File: src/rtl/mem_arbiter_if.sv
// Request/response port of the memory arbiter: one instance each for the core and debug/DMA requesters.
// Address width follows `DATA_BITS (word address = `DATA_BITS-2).
`ifndef DATA_BITS
`define DATA_BITS 16
`endif

interface mem_arbiter_if;
  localparam int AW = `DATA_BITS - 2;

  logic          req_valid;
  logic          req_ready;
  logic [AW-1:0] req_addr;
  logic          req_wren;
  logic [3:0]    req_byteena;
  logic [31:0]   req_wdata;
  logic          rsp_valid;
  logic [31:0]   rsp_rdata;

  modport slave (
    input  req_valid, req_addr, req_wren, req_byteena, req_wdata,
    output req_ready, rsp_valid, rsp_rdata
  );

  modport master (
    output req_valid, req_addr, req_wren, req_byteena, req_wdata,
    input  req_ready, rsp_valid, rsp_rdata
  );
endinterface

File: src/rtl/mem_arbiter.sv
// Two-port (core, debug/DMA) arbiter onto a single-cycle data memory with 1-cycle responses.
// Define ARBITER_ROUND_ROBIN_EN for round-robin on contention; default is fixed core priority.
`ifndef DATA_BITS
`define DATA_BITS 16
`endif

module mem_arbiter (
  input  logic                   clock,
  input  logic                   reset_n,
  mem_arbiter_if.slave           c_port,
  mem_arbiter_if.slave           d_port,
  output logic [`DATA_BITS-3:0]  mem_address,
  output logic [3:0]             mem_byteena,
  output logic [31:0]            mem_data,
  output logic                   mem_wren,
  input  logic [31:0]            mem_q
);
  localparam int AW = `DATA_BITS - 2;

  logic          gnt_c, gnt_d, any_gnt;
  logic          last_grant_q;
  logic          rsp_pend_q;
  logic          rsp_port_q;
  logic [31:0]   rdata_q;
  logic [AW-1:0] addr_q;
  logic [3:0]    be_q;
  logic [31:0]   wdata_q;

  // Grant decision; reset_n gating keeps every ready low while in reset.
  always_comb begin
    gnt_c = 1'b0;
    gnt_d = 1'b0;
    if (reset_n) begin
      if (c_port.req_valid && d_port.req_valid) begin
`ifdef ARBITER_ROUND_ROBIN_EN
        gnt_c = last_grant_q;
        gnt_d = !last_grant_q;
`else
        gnt_c = 1'b1;
`endif
      end else begin
        gnt_c = c_port.req_valid;
        gnt_d = d_port.req_valid;
      end
    end
  end

  assign any_gnt          = gnt_c | gnt_d;
  assign c_port.req_ready = gnt_c;
  assign d_port.req_ready = gnt_d;

  // Memory bus mux; idle cycles replay the last driven address/data with writes off.
  always_comb begin
    mem_address = addr_q;
    mem_byteena = be_q;
    mem_data    = wdata_q;
    mem_wren    = 1'b0;
    if (gnt_c) begin
      mem_address = c_port.req_addr;
      mem_byteena = c_port.req_byteena;
      mem_data    = c_port.req_wdata;
      mem_wren    = c_port.req_wren;
    end else if (gnt_d) begin
      mem_address = d_port.req_addr;
      mem_byteena = d_port.req_byteena;
      mem_data    = d_port.req_wdata;
      mem_wren    = d_port.req_wren;
    end
  end

  always_ff @(posedge clock) begin
    if (any_gnt) begin
      addr_q  <= mem_address;
      be_q    <= mem_byteena;
      wdata_q <= mem_data;
    end
  end

  // Response stage: mem_q is captured at the accepting edge, so writes return the pre-write word.
  always_ff @(posedge clock or negedge reset_n) begin
    if (!reset_n) begin
      last_grant_q <= 1'b1;
      rsp_pend_q   <= 1'b0;
      rsp_port_q   <= 1'b0;
      rdata_q      <= 32'h0;
    end else begin
      rsp_pend_q <= any_gnt;
      if (any_gnt) begin
        rsp_port_q   <= gnt_d;
        last_grant_q <= gnt_d;
        rdata_q      <= mem_q;
      end
    end
  end

  assign c_port.rsp_valid = rsp_pend_q & !rsp_port_q;
  assign d_port.rsp_valid = rsp_pend_q &  rsp_port_q;
  assign c_port.rsp_rdata = rdata_q;
  assign d_port.rsp_rdata = rdata_q;

endmodule
File: src/flat_wrapper.sv
// flat-port wrapper written by rule: the top's interface ports become plain ports
module mem_arbiter_flat 
  (clock, reset_n, mem_address, mem_byteena, mem_data, mem_wren, mem_q, c_port_req_valid, c_port_req_addr, c_port_req_wren, c_port_req_byteena, c_port_req_wdata, c_port_req_ready, c_port_rsp_valid, c_port_rsp_rdata, d_port_req_valid, d_port_req_addr, d_port_req_wren, d_port_req_byteena, d_port_req_wdata, d_port_req_ready, d_port_rsp_valid, d_port_rsp_rdata);
  mem_arbiter_if c_port_i ();
  mem_arbiter_if d_port_i ();
  input  logic clock;
  input  logic reset_n;
  output logic [`DATA_BITS-3:0] mem_address;
  output logic [3:0] mem_byteena;
  output logic [31:0] mem_data;
  output logic mem_wren;
  input  logic [31:0] mem_q;
  input wire logic [$bits(c_port_i.req_valid)-1:0] c_port_req_valid;
  input wire logic [$bits(c_port_i.req_addr)-1:0] c_port_req_addr;
  input wire logic [$bits(c_port_i.req_wren)-1:0] c_port_req_wren;
  input wire logic [$bits(c_port_i.req_byteena)-1:0] c_port_req_byteena;
  input wire logic [$bits(c_port_i.req_wdata)-1:0] c_port_req_wdata;
  output wire logic [$bits(c_port_i.req_ready)-1:0] c_port_req_ready;
  output wire logic [$bits(c_port_i.rsp_valid)-1:0] c_port_rsp_valid;
  output wire logic [$bits(c_port_i.rsp_rdata)-1:0] c_port_rsp_rdata;
  input wire logic [$bits(d_port_i.req_valid)-1:0] d_port_req_valid;
  input wire logic [$bits(d_port_i.req_addr)-1:0] d_port_req_addr;
  input wire logic [$bits(d_port_i.req_wren)-1:0] d_port_req_wren;
  input wire logic [$bits(d_port_i.req_byteena)-1:0] d_port_req_byteena;
  input wire logic [$bits(d_port_i.req_wdata)-1:0] d_port_req_wdata;
  output wire logic [$bits(d_port_i.req_ready)-1:0] d_port_req_ready;
  output wire logic [$bits(d_port_i.rsp_valid)-1:0] d_port_rsp_valid;
  output wire logic [$bits(d_port_i.rsp_rdata)-1:0] d_port_rsp_rdata;
  assign c_port_i.req_valid = c_port_req_valid;
  assign c_port_i.req_addr = c_port_req_addr;
  assign c_port_i.req_wren = c_port_req_wren;
  assign c_port_i.req_byteena = c_port_req_byteena;
  assign c_port_i.req_wdata = c_port_req_wdata;
  assign c_port_req_ready = c_port_i.req_ready;
  assign c_port_rsp_valid = c_port_i.rsp_valid;
  assign c_port_rsp_rdata = c_port_i.rsp_rdata;
  assign d_port_i.req_valid = d_port_req_valid;
  assign d_port_i.req_addr = d_port_req_addr;
  assign d_port_i.req_wren = d_port_req_wren;
  assign d_port_i.req_byteena = d_port_req_byteena;
  assign d_port_i.req_wdata = d_port_req_wdata;
  assign d_port_req_ready = d_port_i.req_ready;
  assign d_port_rsp_valid = d_port_i.rsp_valid;
  assign d_port_rsp_rdata = d_port_i.rsp_rdata;
  mem_arbiter u_core (.clock(clock), .reset_n(reset_n), .c_port(c_port_i), .d_port(d_port_i), .mem_address(mem_address), .mem_byteena(mem_byteena), .mem_data(mem_data), .mem_wren(mem_wren), .mem_q(mem_q));
endmodule
File: config.mk
export PLATFORM = sky130hd
export DESIGN_NAME = mem_arbiter_flat
export DESIGN_NICKNAME = d
export VERILOG_FILES = /design/src/rtl/mem_arbiter_if.sv /design/src/rtl/mem_arbiter.sv /design/src/flat_wrapper.sv
export SDC_FILE = /design/constraint.sdc
export NUM_CORES = 1
export LEC_CHECK = 0
export BUFFER_PORTS_ARGS = -buffer_cell sky130_fd_sc_hd__buf_2
export CAP_MARGIN = 20
export CORE_UTILIZATION = 45
export DETAILED_ROUTE_END_ITERATION = 12
export PLACE_DENSITY = 0.9
export SYNTH_ARGS = -nofsm -noshare
export SYNTH_HDL_FRONTEND = slang
export SYNTH_SLANG_ARGS = --single-unit
File: constraint.sdc
create_clock -name clock -period 2.35 [get_ports clock]
set_input_delay 0.3525 -clock clock [delete_from_list [all_inputs] [get_ports clock]]
set_output_delay 0.3525 -clock clock [all_outputs]
set_load 0.1 [all_outputs]
==> results of run 1 <==
-- power by group --
| group | switching [mW] | internal (mW) |
|---|---|---|
| logic | 2.39 | 0.775 |
| registers | 0.0991 | 1.74 |
| clock network | 0.594 | 0.576 |
| total | 3.08 | 3.09 |
-- state kept, by name (all words and copies together) (netlist names) --
signal and cells:
u_core.c_port.rsp_rdata 32, u_core.wdata_q 32, u_core.addr_q 14, u_core.rsp_pend_q 1, u_core.rsp_port_q 1, u_core.be_q 4
-- layout by cell type, fill, tap and decap left out --
master,instances
a21oi_1,1
and2_1,2
buf_12,57
buf_2,201
buf_4,9
bufinv_16,1
clkbuf_16,1
clkbuf_8,9
clkinv_4,2
dfrtp_1,34
edfxtp_1,50
inv_1,1
inv_2,1
inv_6,2
inv_8,1
mux2_1,2
mux2_2,30
nand2_1,2
nand2_2,2
nor2_1,1
nor2_2,1
nor2b_1,1
nor3_1,100
nor3_4,50
o21ai_0,1
o21ai_4,1
o22ai_1,50
-- path summary, 6_finish.rpt --
check	from	to	slack, ns	depth (start not counted)
min in group clock	mem_q[27]	u_core.c_port.rsp_rdata[27]	0.23	2
setup / recovery	reset_n	mem_data[24]	0.29	6
setup reg to reg	u_core.addr_q[8]	u_core.addr_q[8]	1.14	2
hold reg to reg	u_core.c_port.rsp_rdata[14]	u_core.c_port.rsp_rdata[14]	0.53	1
max in group asynchronous	reset_n	u_core.c_port.rsp_rdata[16]	1.59	3
hold / removal	reset_n	u_core.c_port.rsp_rdata[3]	0.18	2
-- metal layers --
metal | vias up | global-route usage [%] | share of wire, %
li1 | 1905 | - | -
met1 | 2015 | 31.10 | 34
met2 | 279 | 52.52 | 53
met3 | 53 | 6.746 | 8.6
met4 | 0 | 16.06 | 3.9
met5 | - | 0 | 0
-- cell type report --
cell class / count / area share, %
Clock buffer: 10 / 2.120
Clock inverter: 6 / 1.087
Inverter: 2 / 0.1069
Multi-Input combinational cell: 244 / 29.36
Sequential cell: 84 / 33.49
Tap cell: 129 / 2.298
Timing Repair Buffer: 267 / 31.53
-- stage by stage --
step / utilization [%] / hold WS, ns / setup WS (ns) / cell area (µm²)
after detailed placement: 73.57 / 0.5063 / 0.3290 / 6798
after floorplan: - / 0.05691 / 0.1881 / 4865
final: 76.01 / 0.1782 / 0.2935 / 7023
after global routing: 76.01 / 0.1731 / 0.2549 / 7023
after CTS: 76.01 / 0.1556 / 0.3175 / 7023
after global placement: 73.57 / 0.4902 / 0.3729 / 6798
-- critical path: stages --
cell and delay [ns]:
buf_4 0.20, nand2_2 0.26, buf_12 0.26, o22ai_1 0.17, nor3_4 0.22, buf_12 0.21
-- cells by family after synthesis --
group | after synthesis | share of synthesized area (%)
buf+inv | 71 | 10.59
flops | 84 | 54.71
simple gates | 159 | 18.42
mux | 32 | 8.382
compound gates | 53 | 7.887
-- cell usage after synthesis, drive strengths merged --
| cell type | number | area share (%) |
|---|---|---|
| nor3 | 150 | 17 |
| nor2b | 1 | 0.15 |
| and2 | 2 | 0.29 |
| o21ai | 2 | 0.49 |
| nand2 | 4 | 0.35 |
| inv | 2 | 0.17 |
| mux2 | 32 | 8.4 |
| a21oi | 1 | 0.12 |
| edfxtp | 50 | 35 |
| nor2 | 2 | 0.17 |
| buf | 59 | 9.5 |
| dfrtp | 34 | 20 |
| o22ai | 50 | 7.3 |
| clkbuf | 10 | 0.87 |
==> impl_results.md, run 1 <==
- Outcome: complete, no violations
- DR vias: 4252
- Total Wirelength: 14480 µm
- Final Critical Period: 2.057 ns
- Initial Util: 46.53%
- Number of fill cells: 578
- Num rows: 35
- Drt drc: 0
- IO Pins: 257
- Mapped Cells: 399
- Final setup violation count: 0
- Lkg Pwr: 2.914 nW
- Post-Place Cells: 726
- Yosys warnings: 0
- First drt pass iteration count: 5
- Crit-path max FO: 41
- Startpoint types: primary input
- Seq/Total Area, Yosys: 54.71%
- Yosys reg bits: 84
- Final Hold Viols: 0
- Final HPWL DP: 10880 µm
- Data required, critical path: 2.00 ns
- TritonCTS clock tree: yes
- # Post-CTS Setup Buffers: 0
- CTS clk-pin slew, worst paths: 0.10 ns
- Fraction of layout cells with a size suffix above 1: 60.03%
- Synthesis-to-layout area growth: 63.36%
- Antenna diode count: 0
- Setup CP Type: primary input to output port
- CTS root buffer: clkbuf_8
- RD Place Congestion: 0.8728
- Initial DRC Count: 240
- Fin cells: 742
- Port bufs: 256
- Fmax achieved: 486.3 MHz
- Core area: 0.009240 mm²
- Post-Syn Area: 0.004299 mm²
- GR Overflow Total: 0
- Die H: 99.74 µm
- Min-Delay Path Class: primary input to async pin
- RSZ-0062 raised after global routing: no
- Vias per std cell: 5.730
- Clock Skew: 0 ns
- Clk_lat worst skew: 0.35 ns
- Die footprint: 0.009948 mm²
- Clock Path Buffers: 2
- Syn nets: 537
- Measured slew at the worst slew-check pin: 0.5057 ns
- CP endpoint kind: output port
- Library cells used by synthesis: 19
- Setup TNS: 0 ns
- Initial antenna violation count: 0
- CTS resizes: 0
- Syn Area/Cell: 10.77 µm²
- Clock buffer count from CTS: 9
- Crit share post-route: 87.51%
- Slew HR: 66.52%
- DRT antenna net count: 0
- Hold_buf cts: 0
- Pins Over Slew Limit: 0
- Sink Count: 84
- Pwr dens: 878.2 mW/mm²
- Max-capacitance violation count: 0
- Wire per inst: 19.51 µm
- PnR Total Power: 6.168 mW
- Multi-input logic area: 0.002062 mm²
- Largest net degree at the start of global routing: 64
- VDD IR max: 0.0004987 V
- FF+latch area: 0.002352 mm²
- Final #Nets: 746
- Chip width: 99.74 µm
- First-pass GRT wire length: 22000 µm
- Tot GR Track Use: 29.02%
- H-tree depth: 3
- CP arrival: 1.70 ns
- Vias in the first global route: 4425
Power figures use the tool's default switching activity.
==> run 2, diff against run 1 <==
==> constraint.sdc (replaced) <==
create_clock -name clock -period 2.35 [get_ports clock]
set_input_delay 0.3525 -clock clock [delete_from_list [all_inputs] [get_ports clock]]
set_output_delay 0.3525 -clock clock [all_outputs]
set_load 0.02 [all_outputs]
==> impl_results.md, run 2 (synthesis gave the netlist of run 1 again) <==
- Chip width: 99.74 µm
- VDD IR max: 0.0005938 V
- Most frequent cell on the critical path: nor3_1
- DR vias: 4103
- Vias in the first global route: 3955
- FF+latch area: 0.002352 mm²
- H-tree depth: 3
- Startpoint types: primary input
- Critical Path, Cell by Cell: buf_4 > buf_12 > nor3_1 > nor3_1 > buf_2
- Num rows: 35
- Most frequent cells in the layout: buf_2 (254), nor3_1 (150), o22ai_1 (50), edfxtp_1 (50), dfrtp_1 (34)
- Setup CP Type: primary input to output port
- Initial DRC Count: 214
- Max-capacitance violation count: 0
- Final Hold Viols: 0
- Drt drc: 0
- Port bufs: 256
- First drt pass iteration count: 5
- Fraction of layout cells with a size suffix above 1: 51.55%
- CP max-delay cell: nor3_1
- TritonCTS clock tree: yes
- GR Overflow Total: 0
- Final HPWL DP: 9322 µm
- PnR Total Power: 3.949 mW
- Initial antenna violation count: 2
- Tot GR Track Use: 25.93%
- Pwr dens: 699.8 mW/mm²
- Pins Over Slew Limit: 0
- Final Critical Period: 2.072 ns
- RD Place Congestion: 0.8264
- CP arrival: 1.72 ns
- Clk_lat worst skew: 0.34 ns
- Total Wirelength: 12840 µm
- Most common cell after layout, fill and taps aside: buf_2
- Die footprint: 0.009948 mm²
- CTS clk-pin slew, worst paths: 0.10 ns
- Slew HR: 63.34%
- Placed cell area: 0.005441 mm²
- Worst stage delay on the critical path: 0.36 ns
- CP endpoint kind: output port
- Crit share post-route: 88.19%
- Largest net degree at the start of global routing: 80
- Final #Nets: 746
- Crit-path max FO: 79
- Outcome: complete, no violations
- Sink Count: 84
- Data required, critical path: 2.00 ns
- Clock Skew: 0 ns
- Multi-input logic area: 0.001496 mm²
- Synthesis-to-layout area growth: 31.26%
- CTS root buffer: clkbuf_8
- RSZ-0062 raised after global routing: no
- Final setup violation count: 0
- Number of fill cells: 787
- DRT antenna net count: 0
- Vias per std cell: 5.515
- Clock buffer count from CTS: 9
- Measured slew at the worst slew-check pin: 0.5481 ns
- IO Pins: 257
- Design area: 0.005643 mm²
- Lkg Pwr: 2.453 nW
- Initial Util: 46.53%
- First-pass GRT wire length: 19800 µm
- # Post-CTS Setup Buffers: 0
- Min-Delay Path Class: primary input to async pin
- Core area: 0.009240 mm²
- Wire per inst: 17.26 µm
- Setup TNS: 0 ns
- Die H: 99.74 µm
- Worst hold margin: 0.08235 ns
- Fmax achieved: 482.5 MHz
- Clock Path Buffers: 2
[run 2: cell count changes in the layout (fill, tap and decap cells not counted), sizes merged]
| cell | previous run | this run |
|---|---|---|
| buf | 267 | 266 |
| bufinv | 1 | 0 |
| clkbuf | 10 | 9 |
| clkinv | 2 | 0 |
| clkinvlp | 0 | 1 |
| diode | 0 | 2 |
| dlygate4sd3 | 0 | 1 |
| inv | 5 | 8 |
[run 2: stage by stage]
step / setup WS, ns / utilization, % / instances
global placement: 0.2560 / 58.89 / 725
global route: 0.1871 / 61.07 / 744
floorplan: 0.1881 / - / 399
CTS: 0.2775 / 61.02 / 742
finish: 0.2776 / 61.07 / 744
detailed placement: 0.2257 / 58.89 / 725
[run 2: worst max-delay path: cells and delay by family]
| kind | cells | cell delay [ns] |
|---|---|---|
| buf+inv | 3 | 0.85 |
| simple gates | 2 | 0.47 |
[run 2: final timing paths]
| path | endpoint | from | depth (start not counted) | slack, ns |
|---|---|---|---|---|
| min | u_core.c_port.rsp_rdata[27] | reset_n | 2 | 0.08 |
| min reg2reg | u_core.c_port.rsp_rdata[5] | u_core.c_port.rsp_rdata[5] | 1 | 0.53 |
| max | mem_data[9] | c_port_req_valid | 5 | 0.28 |
| min in group clock | u_core.c_port.rsp_rdata[5] | mem_q[5] | 2 | 0.21 |
| max in group asynchronous | u_core.c_port.rsp_rdata[19] | reset_n | 2 | 1.41 |
| max reg2reg | u_core.wdata_q[25] | u_core.wdata_q[25] | 2 | 1.34 |
[run 2: area by class of cell]
type	count	share of cell area, %
Sequential cell	84	41.69
Multi-Input combinational cell	244	26.52
Timing Repair Buffer	267	25.41
Tap cell	129	2.860
Clock buffer	9	2.195
Clock inverter	7	1.109
Inverter	2	0.1330
Antenna cell	2	0.08869
[run 2: metal layers]
metal,vias to the layer above,routed length [µm],global-route usage (%)
li1,1908,-,-
met4,0,246,9.276
met3,22,777,4.919
met2,220,6861,46.47
met1,1953,4955,30.97
met5,-,0,0
[run 2: where the power goes]
group	internal, mW	total, mW	switching (mW)
clock	0.411	0.994	0.582
sequential	1.74	1.84	0.105
combinational	0.414	1.11	0.699
[run 2: repair_timing]
action,CTS,global route
hold endpoints to repair,12,0
gates resized for setup,0,0
hold buffers,1,0
==> run 3, diff against run 2 <==
Settings changed: CORE_AREA set to 2 2 99 101, CORE_UTILIZATION 45 to not set, DIE_AREA set to 0 0 101 103, PLACE_DENSITY 0.9 to 0.92.
==> impl_results.md, run 3 (synthesis gave the netlist of run 1 again) <==
- Clock Path Buffers: 2
- Fmax achieved: 517.0 MHz
- Vias per std cell: 5.581
- Clock buffer count from CTS: 9
- Wire per inst: 17.91 µm
- Data required, critical path: 2.00 ns
- Fraction of layout cells with a size suffix above 1: 52.03%
- RD Place Congestion: 0.7846
- Most frequent cell on the critical path: buf_4
- Pwr dens: 709.5 mW/mm²
- Port bufs: 256
- Pins Over Slew Limit: 0
- DR vias: 4080
- Slew HR: 71.38%
- Most frequent cells in the layout: buf_2 (254), nor3_1 (150), o22ai_1 (50), edfxtp_1 (50), dfrtp_1 (34)
- Worst hold margin: 0.05701 ns
- Num rows: 36
- Worst R2R End: u_core.addr_q[3]
- Setup CP Type: primary input to output port
- Vias in the first global route: 3789
- RSZ-0062 raised after global routing: no
- CP endpoint kind: output port
- Measured slew at the worst slew-check pin: 0.4293 ns
- Critical Path, Cell by Cell: buf_4 > nand2_2 > buf_4 > o22ai_1 > nor3_1 > buf_2
- Sink Count: 84
- CTS resizes: 0
- CTS clk-pin slew, worst paths: 0.10 ns
- Final #Nets: 750
- DRT antenna net count: 0
- Core area: 0.009459 mm²
- Final Critical Period: 1.934 ns
- Max-capacitance violation count: 0
- Final HPWL DP: 9512 µm
- Hold_buf cts: 0
- VDD IR max: 0.0004607 V
- Final Hold Viols: 0
- Synthesis-to-layout area growth: 30.85%
- Die footprint: 0.01040 mm²
- Sequential Power Share: 46.0%
- Chip width: 101 µm
- Pre-CTS WS: 0.4393 ns
- Outcome: complete, no violations
- CP max-delay cell: buf_4
- Final setup violation count: 0
- Crit-path max FO: 30
- PnR Total Power: 3.991 mW
- Final worst slack: 0.4157 ns
- CTS root buffer: clkbuf_8
- # Post-CTS Setup Buffers: 0
- Depth of the most critical reg-to-reg path: 2
- Number of fill cells: 785
- Internal reg-to-reg setup slack: 1.34 ns
- Clock Power Share: 26.2%
- First drt pass iteration count: 4
- Fin cells: 731
- Initial antenna violation count: 0
- Setup TNS: 0 ns
- GR Overflow Total: 0
- Clock Skew: 0 ns
- Crit share post-route: 82.31%
- Combinational share of power: 27.9%
- Lkg Pwr: 2.467 nW
- Clk_lat worst skew: 0.36 ns
- Sw frac: 33.95%
- Post-Place Cells: 715
- Drt drc: 0
- Most common cell after layout, fill and taps aside: buf_2
- Origin of the critical flop-to-flop path: u_core.addr_q[3]
- CP arrival: 1.58 ns
- First-pass GRT wire length: 19000 µm
- H-tree depth: 3
- Worst stage delay on the critical path: 0.32 ns
- Tot GR Track Use: 23.70%
- Startpoint types: primary input
- IO Pins: 257
- Switch Pwr: 1.355 mW
- Initial DRC Count: 160
- Min-Delay Path Class: primary input to async pin
- Die H: 103 µm
- Largest net degree at the start of global routing: 62
- Initial Util: 45.45%
- TritonCTS clock tree: yes
- Antenna diode count: 0
- Int Pwr: 2.636 mW
- Total Wirelength: 13090 µm
## run 3: cell count changes in the layout (fill, tap and decap cells not counted), sizes merged
cell	previous run	this run
buf	266	271
inv	8	4
clkinv	0	3
clkbuf	9	11
diode	2	0
clkinvlp	1	0
dlygate4sd3	1	0
## run 3: worst max path at each step
stage / start / end / slack, ns / cells past startpoint
2_1_floorplan: d_port_req_valid / u_core.addr_q[0] / 0.19 / 4
3_3_place_gp: c_port_req_valid / mem_byteena[2] / 0.52 / 6
4_1_cts: c_port_req_valid / mem_address[6] / 0.42 / 6
5_1_grt: c_port_req_valid / mem_address[10] / 0.32 / 6
6_report: c_port_req_valid / mem_address[6] / 0.42 / 6
3_5_place_dp: c_port_req_valid / mem_data[0] / 0.44 / 6
## run 3: worst max-delay path: cells and delay by family
| family | cells | cell delay, ns |
|---|---|---|
| AO/OA/AOI/OAI | 1 | 0.12 |
| buffers and inverters | 3 | 0.73 |
| AND/OR/NAND/NOR | 2 | 0.37 |
## run 3: per-layer routing
| layer | part of all wire [%] | track usage [%] | vias to the layer above |
|---|---|---|---|
| met4 | 1.9 | 9.875 | 0 |
| met1 | 39 | 29.46 | 1919 |
| li1 | - | - | 1904 |
| met2 | 51 | 41.28 | 238 |
| met5 | 0 | 0 | - |
| met3 | 7.4 | 3.864 | 19 |
## run 3: cell type report
cell class                      count  area, µm²  area share (%)
Clock buffer                       11      162.7           2.891
Clock inverter                      5      40.04          0.7117
Inverter                            2      7.507          0.1335
Multi-Input combinational cell    244       1496           26.60
Sequential cell                    84       2352           41.81
Tap cell                          114      142.6           2.536
Timing Repair Buffer              271       1424           25.31
## run 3: power groups by stage
| stage | Combinational, mW | Sequential, mW | Clock, mW |
|---|---|---|---|
| final | 1.11 | 1.84 | 1.04 |
| after global routing | 1.19 | 1.85 | 1.12 |
| after global placement | 1.09 | 1.85 | 0 |
| after CTS | 1.12 | 1.83 | 1.07 |
| after detailed placement | 1.11 | 1.86 | 0 |
| after floorplan | 0.670 | 1.94 | 0 |
## run 3: stage by stage
step / area, µm² / util [%]
2_1_floorplan: 4299 / -
3_3_place_gp: 5423 / 57.33
3_5_place_dp: 5423 / 57.33
4_1_cts: 5625 / 59.47
5_1_grt: 5625 / 59.47
6_report: 5625 / 59.47
